==> config.mk <==
export PLATFORM = sky130hd
export DESIGN_NAME = fetch_ctrl
export DESIGN_NICKNAME = d
export VERILOG_FILES = /design/src/rtl/fetch_ctrl.sv
export SDC_FILE = /design/constraint.sdc
export NUM_CORES = 1
export LEC_CHECK = 0
export ABC_AREA = 1
export CORE_MARGIN = 2
export CORE_UTILIZATION = 45
export DETAILED_ROUTE_END_ITERATION = 12
export GPL_ROUTABILITY_DRIVEN = 0
export GPL_TIMING_DRIVEN = 0
export PLACE_DENSITY_LB_ADDON = 0.1
export REMOVE_ABC_BUFFERS = 1
export SYNTH_ARGS = -nofsm -noshare
export SYNTH_HDL_FRONTEND = slang
export SYNTH_SLANG_ARGS = --single-unit
==> constraint.sdc <==
create_clock -name clk -period 1.7 [get_ports clk]
set_input_delay 0.17 -clock clk [delete_from_list [all_inputs] [get_ports clk]]
set_output_delay 0.17 -clock clk [all_outputs]
set_load 0.005 [all_outputs]
==> src/rtl/fetch_ctrl.sv <==
// Fetch-stage controller for the 5-stage RV32I pipeline.
// Owns the PC and the IF/ID register. It honours the hazard-unit stall and
// EX-stage redirects, flags ID/EX bubbles, and keeps saturating counters of
// stall cycles and redirects for performance debug.
module fetch_ctrl #(
  parameter int unsigned         XLEN      = 32,
  parameter logic [XLEN-1:0]     RESET_PC  = '0,
  parameter logic [31:0]         NOP_INSTR = 32'h0000_0013,
  parameter int unsigned         CNT_W     = 16
) (
  input  logic             clk,
  input  logic             rst,
  input  logic             stall,
  input  logic             redirect,
  input  logic [XLEN-1:0]  redirect_pc,
  input  logic [31:0]      imem_rdata,
  output logic [XLEN-1:0]  pc_out,
  output logic [XLEN-1:0]  if_id_pc,
  output logic [XLEN-1:0]  if_id_pc4,
  output logic [31:0]      if_id_instr,
  output logic             if_id_valid,
  output logic             id_ex_flush,
  output logic [CNT_W-1:0] stall_cnt,
  output logic [CNT_W-1:0] flush_cnt
);

  logic [XLEN-1:0]  r_pc;
  logic [XLEN-1:0]  r_if_id_pc;
  logic [XLEN-1:0]  r_if_id_pc4;
  logic [31:0]      r_if_id_instr;
  logic             r_if_id_valid;
  logic [CNT_W-1:0] r_stall_cnt;
  logic [CNT_W-1:0] r_flush_cnt;

  logic [XLEN-1:0]  w_pc_plus4;
  logic [XLEN-1:0]  w_redirect_target;
  logic             w_stall_sat;
  logic             w_flush_sat;

  // Sequential PC increment; wraps silently at the top of the address space.
  assign w_pc_plus4        = r_pc + XLEN'(4);
  // Redirect targets are forced onto a word boundary.
  assign w_redirect_target = {redirect_pc[XLEN-1:2], 2'b00};
  assign w_stall_sat       = (r_stall_cnt == '1);
  assign w_flush_sat       = (r_flush_cnt == '1);

  // A stall or a redirect squashes whatever would enter ID/EX next edge.
  assign id_ex_flush = !rst && (stall || redirect);

  // PC and IF/ID register: reset > redirect > stall (hold) > advance.
  // NOTE: all state is written with non-blocking assignments so every
  // register sees pre-edge values (e.g. if_id_pc takes the old PC).
  always_ff @(posedge clk) begin
    if (rst) begin
      r_pc          <= RESET_PC;
      r_if_id_pc    <= '0;
      r_if_id_pc4   <= XLEN'(4);
      r_if_id_instr <= NOP_INSTR;
      r_if_id_valid <= 1'b0;
    end else if (redirect) begin
      // The stalled instruction in ID is wrong-path; replace it with a bubble.
      r_pc          <= w_redirect_target;
      r_if_id_instr <= NOP_INSTR;
      r_if_id_valid <= 1'b0;
    end else if (!stall) begin
      r_pc          <= w_pc_plus4;
      r_if_id_pc    <= r_pc;
      r_if_id_pc4   <= w_pc_plus4;
      r_if_id_instr <= imem_rdata;
      r_if_id_valid <= 1'b1;
    end
  end

  // Saturating event counters; a redirect discards a simultaneous stall.
  always_ff @(posedge clk) begin
    if (rst) begin
      r_stall_cnt <= '0;
      r_flush_cnt <= '0;
    end else if (redirect) begin
      if (!w_flush_sat) r_flush_cnt <= r_flush_cnt + CNT_W'(1);
    end else if (stall) begin
      if (!w_stall_sat) r_stall_cnt <= r_stall_cnt + CNT_W'(1);
    end
  end

  assign pc_out      = r_pc;
  assign if_id_pc    = r_if_id_pc;
  assign if_id_pc4   = r_if_id_pc4;
  assign if_id_instr = r_if_id_instr;
  assign if_id_valid = r_if_id_valid;
  assign stall_cnt   = r_stall_cnt;
  assign flush_cnt   = r_flush_cnt;

endmodule

==> flow_metrics.tcl, run 1 <==
set metrics [dict create \
    placementRows 46 \
    start_util 0.454 \
    grt_pass1_vias 6419 \
    ir_worst_vdd_mv 0.672 \
    totalWireLength_mm 22.3 \
    placeableCoreArea_sq_um 15700 \
    final_area_sq_um 10200 \
    clock_latency_ns 0.43 \
    grt_use_total 0.256 \
    dr.pass1.iters 5 \
    antenna_found_initial 0 \
    timing.fmax_mhz 597 \
    r2r_slack_ns 0.09 \
    ys_ff_latch 155 \
    dieArea_sq_um 16900 \
    num-fill-cells 1397 \
    place_area_sq_um 9400 \
    hp-class "primary input to flip-flop" \
    root_buffer "clkbuf_16" \
    critical_path_class "primary input to primary output" \
    synthArstFlopShare 0 \
    htree_levels 4 \
    die_h_um 130 \
    placed_cells 1388 \
    synth_area_sq_um 7140 \
    wl_per_cell_um 15.5 \
    power_leakage_nw 3.90 \
    vias_per_cell 5.04 \
    synth-main-ff-cell "dfxtp_1" \
    vias 7236 \
    place_ws_ns -2.43 \
    period_needed_ns 1.68 \
    crit_fanout 37 \
    grt_pass1_wl_mm 33.6 \
    overflow 0 \
    clkSinkCount 155 \
    synth_area_per_cell_sq_um 7.20 \
    portBuffers 221 \
    p_per_area_nw_per_um2 843 \
    synthCells 991 \
    worst_clock_skew_ns 0.00796 \
    cts_buffers 17 \
    crit_path_end_kind "primary output" \
    ys_types 37 \
    status "finished, final reports clean" \
    clkTransAtPathRegs_ns 0.06 \
    tightest_slew_ns 0.977 \
    crit_arrival_ns 1.51 \
    grt_start_max_net_pins 41 \
    setup_viol 0 \
    ys_warn_count 0 \
    synth_seq_area_share 0.435 \
    postCtsHoldBufs 0 \
    clockBufferDepth 2 \
    maxSlewHeadroom 0.348 \
    areaGrowthSynthToFinish_pct 42.8 \
    ant_nets 0 \
    io_pins 230 \
    drc 0 \
    final_hold_viol_count 0 \
    n_antenna_cell 0 \
    layoutNonFillerInstCount 1436 \
    nets 1279 \
    timing.setup.tns_ns 0 \
    crit_required_ns 1.53 \
    drt_iter0_markers 479 \
    cts_tree "done" \
    rsz0062_at_grt "yes" \
    maxSlewViolCount 0 \
    drive_gt1_frac 0.110 \
    period_share 0.986 \
    synth_edf_count 0 \
    die_x_um 130 \
    dp_hpwl_mm 14.4 \
    start_kind "primary input" \
    setup_slack_ns 0.0242 \
    drv_cap 0 \
]
synthesized netlist by cell type, types with 11 or more instances:
| library cell | number | area, sq um |
|---|---|---|
| buf_2 | 12 | 60.1 |
| nand2_1 | 341 | 1280 |
| nand3_1 | 44 | 220 |
| o21ai_1 | 12 | 60.1 |
| nor2_1 | 57 | 214 |
| nor2_2 | 11 | 68.8 |
| nand4_1 | 16 | 100 |
| o21ai_0 | 63 | 315 |
| inv_1 | 75 | 282 |
| nand2_2 | 11 | 68.8 |
| dfxtp_1 | 155 | 3100 |
| a21oi_1 | 68 | 340 |
| clkbuf_1 | 19 | 71.3 |
through the flow:
| step | utilization | power, W | hold slack [ns] |
|---|---|---|---|
| 2_1_floorplan | - | 0.00422 | 0.232 |
| 3_3_place_gp | 0.598 | 0.00478 | 0.438 |
| 3_5_place_dp | 0.598 | 0.00479 | 0.439 |
| 4_1_cts | 0.641 | 0.00862 | 0.180 |
| 5_1_grt | 0.649 | 0.00890 | 0.210 |
| 6_report | 0.649 | 0.00859 | 0.178 |
power breakdown:
group / internal [W] / total, W / switching [W]
clock network: 0.00235 / 0.00383 / 0.00149
logic: 0.000450 / 0.000904 / 0.000454
registers: 0.00375 / 0.00386 / 0.000108
placed cells by master, fill, tap and decap left out, types with 10 or more instances in the layout:
master | Yosys | layout
a21oi_1 | 68 | 68
buf_4 | 10 | 13
clkbuf_16 | 0 | 17
clkdlybuf4s50_1 | 0 | 218
dfxtp_1 | 155 | 147
inv_1 | 75 | 75
nand2_1 | 341 | 341
nand2_2 | 11 | 11
nand3_1 | 44 | 43
nand4_1 | 16 | 16
nor2_1 | 57 | 55
nor2_2 | 11 | 14
nor2_4 | 8 | 13
o21ai_0 | 63 | 63
o21ai_1 | 12 | 12
xor2_1 | 10 | 10
path summary, 6_finish.rpt:
| path | from | to | cells past startpoint |
|---|---|---|---|
| worst min-delay path | rst | stall_cnt[3] | 2 |
| worst min register to register | if_id_pc4[16] | if_id_pc4[16] | 2 |
| worst max register to register | stall_cnt[1] | stall_cnt[10] | 8 |
| worst max-delay path | redirect | id_ex_flush | 4 |
cell families after synthesis:
family                     after synthesis  share of synthesized area
buffers and inverters                  127                     0.0773
and+or+nand+nor                        514                      0.324
AOI/OAI and AO/OA                      172                      0.135
DFF                                    155                      0.435
xor gates and xnor gates                19                     0.0233
adders and majority gates                3                    0.00526
other                                    1                   0.000525
layout make-up:
| type | count | area (sq um) | area share |
|---|---|---|---|
| multi-input cells | 720 | 3590 | 0.352 |
| well taps | 216 | 270 | 0.0265 |
| clock buffers | 25 | 505 | 0.0496 |
| flip-flops and latches | 155 | 3110 | 0.305 |
| inverters | 81 | 307 | 0.0301 |
| clock inverters | 6 | 85.1 | 0.00835 |
| repair buffers | 233 | 2320 | 0.228 |
worst max-delay path: stages:
cell and delay (ns):
buf_4 0.44, nor2_4 0.12, nor2_4 0.21, clkdlybuf4s50_1 0.53
routing by layer:
metal	global-route usage	share of wire	up-vias
li1	-	-	3618
met1	0.332	0.44	3338
met2	0.411	0.47	255
met3	0.0722	0.076	25
met4	0.0873	0.018	0
met5	0	0	-
state kept, by name, indices dropped and copies added (netlist names):
signal,cells
if_id_valid,1
pc_out,30
if_id_instr,32
if_id_pc4,30
flush_cnt,16
stall_cnt,16
if_id_pc,30
repair_timing:
item / in CTS / in global routing
resized for setup: 12 / 15
cloned: 4 / 2
endpoints found under the hold margin: 0 / 0
pin swaps: 4 / 8
endpoints found under the setup margin: 149 / 75
buffers inserted: 5 / 6
Power figures use the tool's default switching activity.
==> run 2, diff against run 1 <==
Settings changed: CAP_MARGIN set to 20, CTS_BUF_LIST set to sky130_fd_sc_hd__clkbuf_16, SLEW_MARGIN set to 15.
==> flow_metrics.tcl, run 2 (synthesized netlist as in run 1, its figures left out) <==
set metrics [dict create \
    period_needed_ns 1.66 \
    clkTransAtPathRegs_ns 0.06 \
    drv_cap 0 \
    totalWireLength_mm 21.9 \
    start_util 0.454 \
    grt_use_total 0.250 \
    r2r_slack_ns 0.11 \
    crit_arrival_ns 1.49 \
    worst_clock_skew_ns 0.00789 \
    crit_slowest_cell "clkdlybuf4s50_1" \
    placementRows 46 \
    hold_start "stall" \
    cts_buffers 17 \
    met3_length_mm 1.57 \
    n_antenna_cell 0 \
    hp-class "primary input to flip-flop" \
    ant_nets 0 \
    start_kind "flip-flop" \
    power_frac_clock 0.448 \
    power_frac_seq 0.446 \
    maxUsedRoutingLayer "met4" \
    crit_required_ns 1.53 \
    placeableCoreArea_sq_um 15700 \
    p_comb_frac 0.106 \
    areaGrowthSynthToFinish_pct 43.9 \
    ir_worst_vdd_mv 0.651 \
    drt-met1-wl_mm 9.73 \
    wl_met2_mm 10.4 \
    cts_tree "done" \
    r2r-start "stall_cnt[0]" \
    power_leakage_nw 3.95 \
    clock_latency_ns 0.43 \
    p_sw_frac 0.235 \
    intPower_w 0.00663 \
    min_path_cells 3 \
    grt_pass1_wl_mm 33.0 \
    r2r_cells 8 \
    maxSlewHeadroom 0.404 \
    place_area_sq_um 9480 \
    setup_viol 0 \
    dieArea_sq_um 16900 \
    dr.pass1.iters 5 \
    grt_start_max_net_pins 65 \
    dp_hpwl_mm 14.6 \
    layout_commonest_cell "nand2_1" \
    p_sw_w 0.00203 \
    vias 7140 \
    root_buffer "clkbuf_16" \
    worstPathCellList "clkdlybuf4s50_1" \
    status "finished, final reports clean" \
    critical_path_class "flip-flop to primary output" \
    die_h_um 130 \
    io_pins 230 \
    most-common-layout-cells "341 x nand2_1, 218 x clkdlybuf4s50_1, 145 x dfxtp_1" \
    layoutNonFillerInstCount 1437 \
    htree_levels 4 \
    min_to "if_id_instr[10]" \
    drt_iter0_markers 445 \
    crit_path_end_kind "primary output" \
    slowest_delay_ns 0.57 \
    largest_reg_flops 32 \
    antenna_found_initial 0 \
    timing.rr.end "stall_cnt[14]" \
    cp_num_buf_inv 1 \
    timing.fmax_mhz 603 \
    grt_pass1_vias 6350 \
    die_x_um 130 \
    period_share 0.975 \
    maxSlewViolCount 0 \
    wl_per_cell_um 15.3 \
    tightest_slew_ns 0.893 \
    crit_fanout 7 \
    path_delay_family "buffers and inverters" \
    p_per_area_nw_per_um2 843 \
    drive_gt1_frac 0.111 \
    overflow 0 \
    clockBufferDepth 2 \
    placed_cells 1391 \
    clkSinkCount 155 \
    vias_per_cell 4.97 \
    drc 0 \
    final_area_sq_um 10300 \
    nets 1280 \
    final_hold_viol_count 0 \
    portBuffers 221 \
]
## run 2: per-layer routing
layer / GRT usage / vias to the layer above
met5: 0 / -
met4: 0.0759 / 0
met3: 0.0722 / 14
met2: 0.416 / 213
met1: 0.315 / 3297
li1: - / 3616
## run 2: tightest hold or removal path, delay by kind of cell
family	cells	cell delay, ns
AO/OA/AOI/OAI	1	0.05
AND/OR/NAND/NOR	1	0.10
buffers and inverters	1	0.24
## run 2: area by class of cell
class                   count  area [sq um]
clock buffers              17           425
clock inverters            14           165
fillers                  1399          5440
inverters                  81           310
multi-input cells         718          3580
flip-flops and latches    155          3120
well taps                 216           270
repair buffers            235          2390
repair inverters            1          7.51
## run 2: how the worst max path moves through the flow
| stage | startpoint | end | cells past startpoint |
|---|---|---|---|
| 4_1_cts | pc_out[8] | pc_out[8] | 1 |
| 3_5_place_dp | stall | stall_cnt[11] | 7 |
| 6_report | pc_out[4] | pc_out[4] | 1 |
| 3_3_place_gp | rst | id_ex_flush | 3 |
| 2_1_floorplan | stall | if_id_pc4[25] | 7 |
| 5_1_grt | stall_cnt[0] | stall_cnt[14] | 8 |
## run 2: through the flow
step / setup WS (ns) / utilization / power (W) / setup TNS [ns] / hold WS (ns)
final: 0.0426 / 0.654 / 0.00866 / 0 / 0.186
after global routing: -0.0115 / 0.654 / 0.00896 / -0.0115 / 0.191
after detailed placement: -1.31 / 0.603 / 0.00481 / -71.67 / 0.409
after global placement: -3.13 / 0.598 / 0.00478 / -382.69 / 0.438
after CTS: 0.00585 / 0.646 / 0.00870 / 0 / 0.174
after floorplan: 0.113 / - / 0.00422 / 0 / 0.232
## run 2: repair_timing
action / 4_1_cts / 5_1_grt
pin swaps: 4 / 6
gates resized for setup: 7 / 20
buffers inserted: 5 / 4
endpoints found under the setup margin: 73 / 73
hold endpoints to repair: 4 / 0
hold buffers: 1 / 0
cloned: 2 / 3
## run 2: power groups by stage
stage / clock, W / combinational (W) / sequential, W
2_1_floorplan: 0 / 0.000297 / 0.00392
3_3_place_gp: 0 / 0.000853 / 0.00393
3_5_place_dp: 0 / 0.000878 / 0.00393
4_1_cts: 0.00394 / 0.000910 / 0.00385
5_1_grt: 0.00408 / 0.00100 / 0.00388
6_report: 0.00388 / 0.000921 / 0.00386
